<file path="src/rtl/serial_adder_using_full_adder.sv">
// Bit-serial WIDTH-bit adder: one full-adder cell plus a carry flip-flop, LSB first.
// Optional macro OVERFLOW_FLAG_EN adds a registered signed-overflow output Ovf.

module full_adder (
   input  logic a,
   input  logic b,
   input  logic cin,
   output logic sum,
   output logic cout
);
   assign sum  = a ^ b ^ cin;
   assign cout = (a & b) | (cin & (a ^ b));
endmodule

module serial_adder_using_full_adder #(
   parameter int WIDTH = 8
) (
   input  logic             Clk,
   input  logic             Rst,
   input  logic             Start,
   input  logic [WIDTH-1:0] A,
   input  logic [WIDTH-1:0] B,
   input  logic             Cin,
   output logic             Busy,
   output logic             Done,
   output logic [WIDTH-1:0] Sum,
   output logic             Cout
`ifdef OVERFLOW_FLAG_EN
   ,
   output logic             Ovf
`endif
);
   localparam int CW = (WIDTH > 1) ? $clog2(WIDTH) : 1;

   localparam logic [1:0] S_IDLE  = 2'd0;
   localparam logic [1:0] S_SHIFT = 2'd1;
   localparam logic [1:0] S_DONE  = 2'd2;

   logic [1:0]       state_reg;
   logic [WIDTH-1:0] a_sr_reg;
   logic [WIDTH-1:0] b_sr_reg;
   logic [WIDTH-1:0] res_sr_reg;
   logic [CW-1:0]    count_reg;
   logic             carry_reg;
   logic             fa_sum;
   logic             fa_cout;
   logic             last_bit;
   logic [WIDTH-1:0] res_next;

   full_adder u_fa (
      .a    (a_sr_reg[0]),
      .b    (b_sr_reg[0]),
      .cin  (carry_reg),
      .sum  (fa_sum),
      .cout (fa_cout)
   );

   assign last_bit = (count_reg == CW'(WIDTH - 1));
   assign res_next = {fa_sum, res_sr_reg[WIDTH-1:1]};
   assign Busy     = (state_reg == S_SHIFT);
   assign Done     = (state_reg == S_DONE);

   always_ff @(posedge Clk) begin
      if (Rst) begin
         state_reg  <= S_IDLE;
         a_sr_reg   <= '0;
         b_sr_reg   <= '0;
         res_sr_reg <= '0;
         count_reg  <= '0;
         carry_reg  <= 1'b0;
         Sum        <= '0;
         Cout       <= 1'b0;
`ifdef OVERFLOW_FLAG_EN
         Ovf        <= 1'b0;
`endif
      end else begin
         case (state_reg)
            // DONE accepts a new request exactly like IDLE, giving back-to-back operation
            S_IDLE, S_DONE: begin
               if (Start) begin
                  a_sr_reg   <= A;
                  b_sr_reg   <= B;
                  res_sr_reg <= '0;
                  carry_reg  <= Cin;
                  count_reg  <= '0;
                  state_reg  <= S_SHIFT;
               end else begin
                  state_reg  <= S_IDLE;
               end
            end
            S_SHIFT: begin
               a_sr_reg   <= a_sr_reg >> 1;
               b_sr_reg   <= b_sr_reg >> 1;
               res_sr_reg <= res_next;
               carry_reg  <= fa_cout;
               count_reg  <= count_reg + CW'(1);
               if (last_bit) begin
                  // Results are published only here, so outputs never show partial sums
                  state_reg <= S_DONE;
                  Sum       <= res_next;
                  Cout      <= fa_cout;
`ifdef OVERFLOW_FLAG_EN
                  Ovf       <= carry_reg ^ fa_cout;
`endif
               end
            end
            default: state_reg <= S_IDLE;
         endcase
      end
   end
endmodule
</file>
<file path="config.mk">
export PLATFORM = sky130hd
export DESIGN_NAME = serial_adder_using_full_adder
export DESIGN_NICKNAME = d
export VERILOG_FILES = /design/src/rtl/serial_adder_using_full_adder.sv
export SDC_FILE = /design/constraint.sdc
export NUM_CORES = 1
export LEC_CHECK = 0
export ABC_AREA = 1
export CELL_PAD_IN_SITES_DETAIL_PLACEMENT = 0
export CELL_PAD_IN_SITES_GLOBAL_PLACEMENT = 1
export CORE_UTILIZATION = 39
export CTS_CLUSTER_SIZE = 25
export DETAILED_ROUTE_END_ITERATION = 10
export HOLD_SLACK_MARGIN = 0.15
export MAX_ROUTING_LAYER = met4
export PLACE_DENSITY_LB_ADDON = 0.25
export SKIP_CTS_REPAIR_TIMING = 1
export SYNTH_ARGS = -nofsm -noshare
export SYNTH_HDL_FRONTEND = slang
export SYNTH_HIERARCHICAL = 1
export SYNTH_SLANG_ARGS = --single-unit
</file>
<file path="constraint.sdc">
create_clock -name Clk -period 2.7 [get_ports Clk]
set_clock_uncertainty 0.1 [all_clocks]
set_input_delay 0.54 -clock Clk [delete_from_list [all_inputs] [get_ports Clk]]
set_output_delay 0.54 -clock Clk [all_outputs]
set_load 0.02 [all_outputs]
</file>
; ---- Word level (Yosys, flattened, before mapping)
; Cells that the tools add are included.
[classes]
n_reduce_logical = 5
eq_ne = 5
mux = 13
addsub = 1
bitwise = 5
[op_table]
columns = cell, count
row1 = 8-bit case mux with 2 select lines, 3
row2 = 8-bit two-way mux, 3
row3 = 3-bit case mux with 2 select lines, 1
row4 = 2-bit case mux with 2 select lines, 1
row5 = 2-bit AND reduction, 2
row6 = "3-bit by 1-bit adder with 3-bit output, second input constant", 1
row7 = "3-bit == test, second input constant", 1
row8 = 3-bit two-way mux, 1
row9 = 1-bit bitwise AND, 2
row10 = "2-bit by 1-bit == test with 1-bit output, second input constant", 1
row11 = "2-bit == test, second input constant", 1
row12 = 2-bit zero test, 1
row13 = 1-bit two-way mux, 2
row14 = 2-bit two-way mux, 1
row15 = "2-bit by 1-bit inequality test with 1-bit output, second input constant", 1
row16 = "2-bit inequality test, second input constant", 1
row17 = 1-bit case mux with 2 select lines, 1
row18 = 2-bit nonzero test, 1
row19 = 2-bit OR reduction, 1
row20 = 1-bit bitwise XOR, 2
row21 = 1-bit bitwise OR, 1
[totals]
register_bits = 39

; ---- Longest topological paths before layout
; Gate-level depths: netlist of run 1.
[logic_depth]
word_depth = 4
ltp_mapped = 7

; ---- Cells and area by module
; Netlist of run 1, hierarchy kept.
[by_module_without_submodules]
columns = module, seq_area_each_um2, area_per_inst_um2, cells_each, instances
row1 = serial_adder_using_full_adder, 760.7, 1778.0, 251, 1
row2 = full_adder, 0.0, 20.0, 1, 1

; ---- Worst setup path before layout of run 1
; Ideal clock, no wire load.
[synth_timing]
path_type = reg2out
start = reg state_reg[1]
end = out Done
t_arrival_ps = 908
path_slack_ps = 1152
path_stages_with_launch = 4
cell_sequence = dfxtp_1 > inv_2 > buf_2 > nor2_1
[synth_via]
elab_chain_len = 1
[synth_rtl]
columns = element, line_no
row1 = from (decl), 39  ; logic [1:0] state_reg;
row2 = from (signal assigned), 65  ; state_reg <= S_IDLE;
row3 = from (signal assigned), 86  ; state_reg <= S_SHIFT;
row4 = from (signal assigned), 88  ; state_reg <= S_IDLE;
row5 = 2-bit == test, 61  ; assign Done = (state_reg == S_DONE);
row6 = to (decl), 25  ; output logic Done,
; No other way between the ends.

; ---- Worst setup path in the final report of run 1
[layout_timing]
start = reg state_reg[0]
end = out Busy
[layout_via]
elab_chain_len = 1
[layout_rtl]
columns = element, line_no
row1 = 2-bit by 1-bit == test with 1-bit output, 60  ; assign Busy = (state_reg == S_SHIFT);
row2 = to (decl), 24  ; output logic Busy,
; No other way between the ends.

==> summary.md, run 1 <==
| Metric | Value |
|---|---|
| Result of the run | `finished clean` |
| Startpoint of the lowest-slack register-to-register path | `state_reg[0]` |
| Non-Filler Cell Area, Final | `between 0.002 and 0.0025 mm²` |
| Number of placed I/O pins | `31` |
| Standby leakage power | `0.00102 µW` |
| Total Die Area | `approximately 0.0049 mm²` |
| Flip-flop and latch count after synthesis | `38` |
| Overall routed net length | `approximately 4000 µm` |
| CP Data Required Time | `2.06 ns` |
| Clk Latency, worst-skew pair | `about 0.29 ns` |
| Largest net degree at the start of global routing | `30` |
| Type of the tightest min-delay check | `reg -> reg` |
| Time the worst path needs with I/O delays and setup | `around 2.3 ns` |
| Power Total | `~1400 µW` |
| Number of buffers added by the clock tree synthesis step | `5` |
| Max Freq | `around 440 MHz` |
| Wire length of the first global-routing pass | `6940 µm` |
| Worst IR Drop VDD | `between 0.2 and 0.3 mV` |
| Cell Count Post-Placement | `between 300 and 400` |
| Cell chosen for the clock root | `clkbuf_8` |
| CTS Buffer Depth | `2` |
| Combinational Power Share | `0.143` |
| Async SR Flop Fraction | `0` |
| Mean post-synth cell area | `approximately 7 µm²` |
| Placed cell area | `around 0.0021 mm²` |
| Routability Congestion | `0.731` |
| Synthesized netlist net count | `between 200 and 300` |
| Final worst setup slack | `0.445 ns` |
| Iter 0 DRT Violations | `91` |
| Vias/cell | `between 4 and 5` |
| Initial Util | `0.410` |
| Arrival time worst endpoint | `1.61 ns` |
| GRT overflow | `0` |
| Leading post-synthesis cells by cell area | `dfxtp_1, nand3_1, nand2_1` |
| Area leader, netlist | `dfxtp_1` |
| Vias after detailed routing | `~1600` |
| Hold Crit Depth | `2` |
| Cell-internal power | `around 1100 µW` |
| H-tree depth | `2` |
| Count of warnings emitted by yosys | `6` |
| Via count of the first global-routing pass | `between 1500 and 2000` |
| Cell types with the highest counts after synthesis | `nand2_1, nand3_1, dfxtp_1` |
| Vert. Die Dim | `approximately 70 µm` |
| Clock net sink count | `38` |
| Period utilization | `0.835` |
| Worst-path fanout max | `8` |
| Power per unit of standard cell area | `between 600 and 700 mW/mm²` |
| Relative contribution of the clock network to total power | `0.429` |
| Area fraction of the dominant cell type after synthesis | `0.423` |
| Die Span X | `around 70 µm` |
| Max incr delay on CP | `0.61 ns` |
| Critical path capture point type | `output pin` |
| Synthesized instance count | `about 250` |
| Flop-to-flop setup slack | `around 1.1 ns` |
| First drt pass iteration count | `4` |
| Fraction of final layout cells with drive strength greater than 1 | `0.0964` |
| Total half-perimeter wirelength after legalization and detailed placement | `2570 µm` |
| Total global-route track usage | `0.185` |
| Number of antenna violations at the first check in global routing | `0` |
| Unique masters post-synth | `21` |
| Final net count | `302` |
| Quantity of I/O buffers inserted on ports | `30` |
| Count leader, synth | `nand2_1` |
| Post-synthesis instance area | `about 0.0018 mm²` |
| Hold EP | `Sum[0]` |
| Pre-CTS setup slack | `roughly 0.63 ns` |
| Sw Ratio | `0.243` |
| Seq/Total Area, Yosys | `0.423` |
| Highest-delay cell along the critical path | `clkdlybuf4s50_1` |
| Worst min-delay path startpoint | `Sum[0]` |
| Max-cap violation count | `0` |
| Net switching power | `around 340 µW` |
| R2R Path End | `Sum[7]` |
| Category of the most critical setup path | `reg -> out` |
| Tightest Pin Transition | `between 0.5 and 0.6 ns` |
| Per-cell routed wire length | `~12 µm` |
| Max-slew violations | `0` |
| Finished Layout Cells | `332` |
| DRC errors left | `0` |
| Cell-by-cell listing of the critical path | `inv_2, nor2_4, clkdlybuf4s50_1` |
| CTS tree | `yes` |
| Diode count | `0` |
| Worst r2r path cells | `6` |
| RSZ-0062 raised after global routing | `false` |
| Relative contribution of sequential cells to total power | `0.428` |
| Normalized max-slew margin | `0.649` |
| Clock slew at reported path FFs | `around 0.080 ns` |
| Final count of negative-setup-slack endpoints | `0` |
| Startpoint kind of the worst setup timing path | `flip-flop` |
| Core region area | `around 0.0044 mm²` |
| Post-synth top flop | `dfxtp_1` |
| Syn-to-layout area delta | `25.1%` |
| Number of rows in the core area | `24` |
| Fin. Hold Viols | `0` |
| Setup TNS after final layout | `0 ns` |
| Count of flip-flops with a built-in enable after synthesis | `0` |
| Number of antenna-violating nets in the routed design | `0` |
## worst max path at each step
stage / startpoint / to / slack, ns / cells past startpoint
floorplan: state_reg[1] / Done / 1.15 / 3
global placement: Start / b_sr_reg[6] / 0.64 / 5
detailed placement: Start / b_sr_reg[6] / 0.63 / 5
CTS: state_reg[0] / Busy / 0.43 / 3
global route: state_reg[0] / Busy / 0.35 / 3
finish: state_reg[0] / Busy / 0.45 / 3
## cell usage in the layout, fill, tap and decap left out, drive strengths merged, types with 3 or more instances in the layout
cell type | Yosys | routed
a21oi | 15 | 15
buf | 14 | 5
clkbuf | 1 | 6
clkdlybuf4s50 | 0 | 30
dfxtp | 38 | 38
inv | 34 | 34
nand2 | 62 | 62
nand3 | 48 | 48
nand3b | 3 | 3
nor2 | 17 | 17
nor3 | 15 | 15
## power by group through the flow
| stage | clock network [µW] | registers [µW] | logic (µW) |
|---|---|---|---|
| after floorplan | 0 | 614 | 151 |
| after global routing | 645 | 611 | 232 |
| after CTS | 619 | 607 | 207 |
| final | 608 | 607 | 202 |
| after detailed placement | 0 | 620 | 206 |
| after global placement | 0 | 619 | 206 |
## worst max-delay path, delay by kind of cell (launching register included)
kind | cells | cell delay, ns
AND/OR/NAND/NOR | 1 | 0.11
buffers and inverters | 2 | 0.72
flip-flops | 1 | 0.49
## layer usage
| metal | vias to the layer above | GRT usage | routed length, µm |
|---|---|---|---|
| li1 | 846 | - | - |
| met1 | 693 | 0.222 | 1980 |
| met2 | 26 | 0.299 | 1800 |
| met3 | 6 | 0.0534 | 160 |
| met4 | 0 | 0.0622 | 55 |
| met5 | - | - | 0 |
## final cells by class
type / count / area, µm²
well taps: 52 / 65.1
multi-input cells: 164 / 800
fillers: 460 / 2130
inverters: 35 / 131
clock inverters: 2 / 60.1
repair buffers: 35 / 350
clock buffers: 6 / 82.6
flip-flops and latches: 38 / 761
## cells by family after synthesis
| kind of cell | after synthesis | share of synthesized area |
|---|---|---|
| DFF | 38 | 0.423 |
| buffers and inverters | 50 | 0.132 |
| and+or+nand+nor | 145 | 0.367 |
| AOI/OAI and AO/OA | 16 | 0.0529 |
| adders and majority gates | 3 | 0.0251 |
## per-stage QoR
stage | utilization | hold WS [ns]
floorplan | - | 0.328
global placement | 0.481 | 0.346
detailed placement | 0.481 | 0.356
CTS | 0.513 | 0.371
global route | 0.513 | 0.389
finish | 0.513 | 0.362
(Power assumes the default switching activity.)
==> inputs of run 2 (changes only) <==
--- a/config.mk
+++ b/config.mk
@@ -8,7 +8,7 @@
 export ABC_AREA = 1
 export CELL_PAD_IN_SITES_DETAIL_PLACEMENT = 0
 export CELL_PAD_IN_SITES_GLOBAL_PLACEMENT = 1
-export CORE_UTILIZATION = 39
+export CORE_UTILIZATION = 33
 export CTS_CLUSTER_SIZE = 25
 export DETAILED_ROUTE_END_ITERATION = 10
 export HOLD_SLACK_MARGIN = 0.15
==> constraint.sdc (replaced) <==
create_clock -name Clk -period 2 [get_ports Clk]
set_clock_uncertainty 0.1 [all_clocks]
set_input_delay 0.4 -clock Clk [delete_from_list [all_inputs] [get_ports Clk]]
set_output_delay 0.4 -clock Clk [all_outputs]
set_load 0.02 [all_outputs]
==> summary.md, run 2 (synthesis gave the netlist of run 1 again) <==
| Metric | Value |
|---|---|
| Result of the run | `finished clean` |
| Max Freq | `516 MHz` |
| Worst-path fanout max | `2 (-6)` |
| Max incr delay on CP | `0.61 ns (about the same)` |
| Largest net degree at the start of global routing | `45 (+50%)` |
| Clock net sink count | `38 (unchanged)` |
| Via count of the first global-routing pass | `1417 (-5.7%)` |
| Number of buffers added by the clock tree synthesis step | `5 (unchanged)` |
| Cell-by-cell listing of the critical path | `inv_2, nor2_1, clkdlybuf4s50_1` |
| Cell chosen for the clock root | `clkbuf_8` |
| Area of combinational cells with multiple inputs | `800 µm² (unchanged)` |
| Clk Latency, worst-skew pair | `0.29 ns (about the same)` |
| Iter 0 DRT Violations | `36 (-60%)` |
| Vias/cell | `4.49 (-5.1%)` |
| Startpoint kind of the worst setup timing path | `flip-flop` |
| Routability Congestion | `0.723 (-1.1%)` |
| Period utilization | `0.969` |
| Final net count | `305 (+0.99%)` |
| Number of antenna violations at the first check in global routing | `0 (unchanged)` |
| Vias after detailed routing | `1580 (+0.57%)` |
| Number of placed I/O pins | `31 (unchanged)` |
| Family with the most delay on the worst path | `buffers and inverters` |
| Max-slew violations | `0 (unchanged)` |
| CTS tree | `yes` |
| Clock slew at reported path FFs | `0.07 ns (about the same)` |
| Power per unit of standard cell area | `779 mW/mm² (+24%)` |
| H-tree depth | `2 (unchanged)` |
| Overall routed net length | `3940 µm (-1.6%)` |
| First drt pass iteration count | `4 (unchanged)` |
| DRC errors left | `0 (unchanged)` |
| Category of the most critical setup path | `reg -> out` |
| Quantity of I/O buffers inserted on ports | `30 (unchanged)` |
| CP Data Required Time | `1.50 ns (-0.56 ns)` |
| Arrival time worst endpoint | `1.44 ns (-0.17 ns)` |
| Syn-to-layout area delta | `26.2%` |
| Worst hold margin | `0.368 ns (+0.00584 ns)` |
| Normalized max-slew margin | `0.645 (-0.00340)` |
| Pre-CTS setup slack | `0.244 ns (-0.390 ns)` |
| Flop-to-flop setup slack | `0.45 ns (-0.63 ns)` |
| Max-cap violation count | `0 (unchanged)` |
| Final count of negative-setup-slack endpoints | `0 (unchanged)` |
| Fin. Hold Viols | `0 (unchanged)` |
| Wire length of the first global-routing pass | `6450 µm (-7.1%)` |
| Per-cell routed wire length | `11.2 µm (-7.2%)` |
| Critical path capture point type | `output pin` |
| Number of rows in the core area | `26 (+8.3%)` |
| Initial Util | `0.348 (-0.0625)` |
| Type of the tightest min-delay check | `reg -> reg` |
| Vert. Die Dim | `75.8 µm (+8.5%)` |
| Filler cells | `537 (+17%)` |
| Diode count | `0 (unchanged)` |
| Total half-perimeter wirelength after legalization and detailed placement | `2530 µm (-1.9%)` |
| RSZ-0062 raised after global routing | `false` |
| Most common library cell in the layout ignoring fill and taps | `nand2_1` |
| Core region area | `0.00517 mm² (+18%)` |
| Number of buffers and inverters on the critical path | `2 (unchanged)` |
| Total global-route track usage | `0.159 (-0.0267)` |
| Tightest Pin Transition | `0.530 ns (+0.00509 ns)` |
| Worst IR Drop VDD | `0.488 mV (+79%)` |
| Total Die Area | `0.00575 mm² (+18%)` |
| Number of antenna-violating nets in the routed design | `0 (unchanged)` |
| Register area | `762 µm² (+0.16%)` |
| CTS Buffer Depth | `2 (unchanged)` |
| Standby leakage power | `0.00104 µW (+1.3%)` |
| Cell Count Post-Placement | `345 (+6.5%)` |
| Die Span X | `75.8 µm (+8.5%)` |
| Final worst setup slack | `0.0610 ns (-0.384 ns)` |
| Time the worst path needs with I/O delays and setup | `1.94 ns` |
| Highest-delay cell along the critical path | `clkdlybuf4s50_1` |
| GRT overflow | `0 (unchanged)` |
| Fraction of final layout cells with drive strength greater than 1 | `0.106 (+0.00995)` |
| Finished Layout Cells | `352 (+6.0%)` |
| Commonest non-fill, non-tap cells in the layout | `nand2_1, nand3_1, dfxtp_1, inv_1, clkdlybuf4s50_1` |
[run 2: cell types whose count changed in the layout (fill, tap and decap cells not counted), sizes merged]
cell / change
bufinv: -1
buf: +3
clkdlybuf4s50: -1
dlymetal6s2s: +1
[run 2: routing by layer]
metal	routed length [µm]	global-route usage	up-vias
met3	138	0.0516	5
met5	0	-	-
met1	1920	0.181	703
li1	-	-	852
met2	1830	0.263	20
met4	44	0.0494	0
[run 2: per-stage QoR]
stage	cell area (µm²)	TNS, ns	utilization	power, µW
2_1_floorplan	1800	0	-	1030
3_3_place_gp	2150	0	0.416	1120
3_5_place_dp	2150	0	0.416	1120
4_1_cts	2260	-0.0783	0.438	1790
5_1_grt	2270	0	0.439	1860
6_report	2270	0	0.439	1770
[run 2: path summary, 6_finish.rpt]
kind	from	endpoint	cells past startpoint
setup / recovery	state_reg[1]	Done	3
hold / removal	count_reg[0]	count_reg[0]	1
hold reg to reg	count_reg[0]	count_reg[0]	1
setup reg to reg	state_reg[1]	state_reg[0]	6
[run 2: layout make-up]
cell class	instances	area share
clock buffers	6	0.0364
well taps	70	0.0386
multi-input cells	164	0.352
repair buffers	38	0.165
flip-flops and latches	38	0.336
inverters	35	0.0579
clock inverters	1	0.0132
[run 2: where the power goes]
group / total (µW) / internal (µW) / switching [µW]
registers: 819 / 799 / 19.4
clock network: 671 / 399 / 272
logic: 277 / 122 / 156
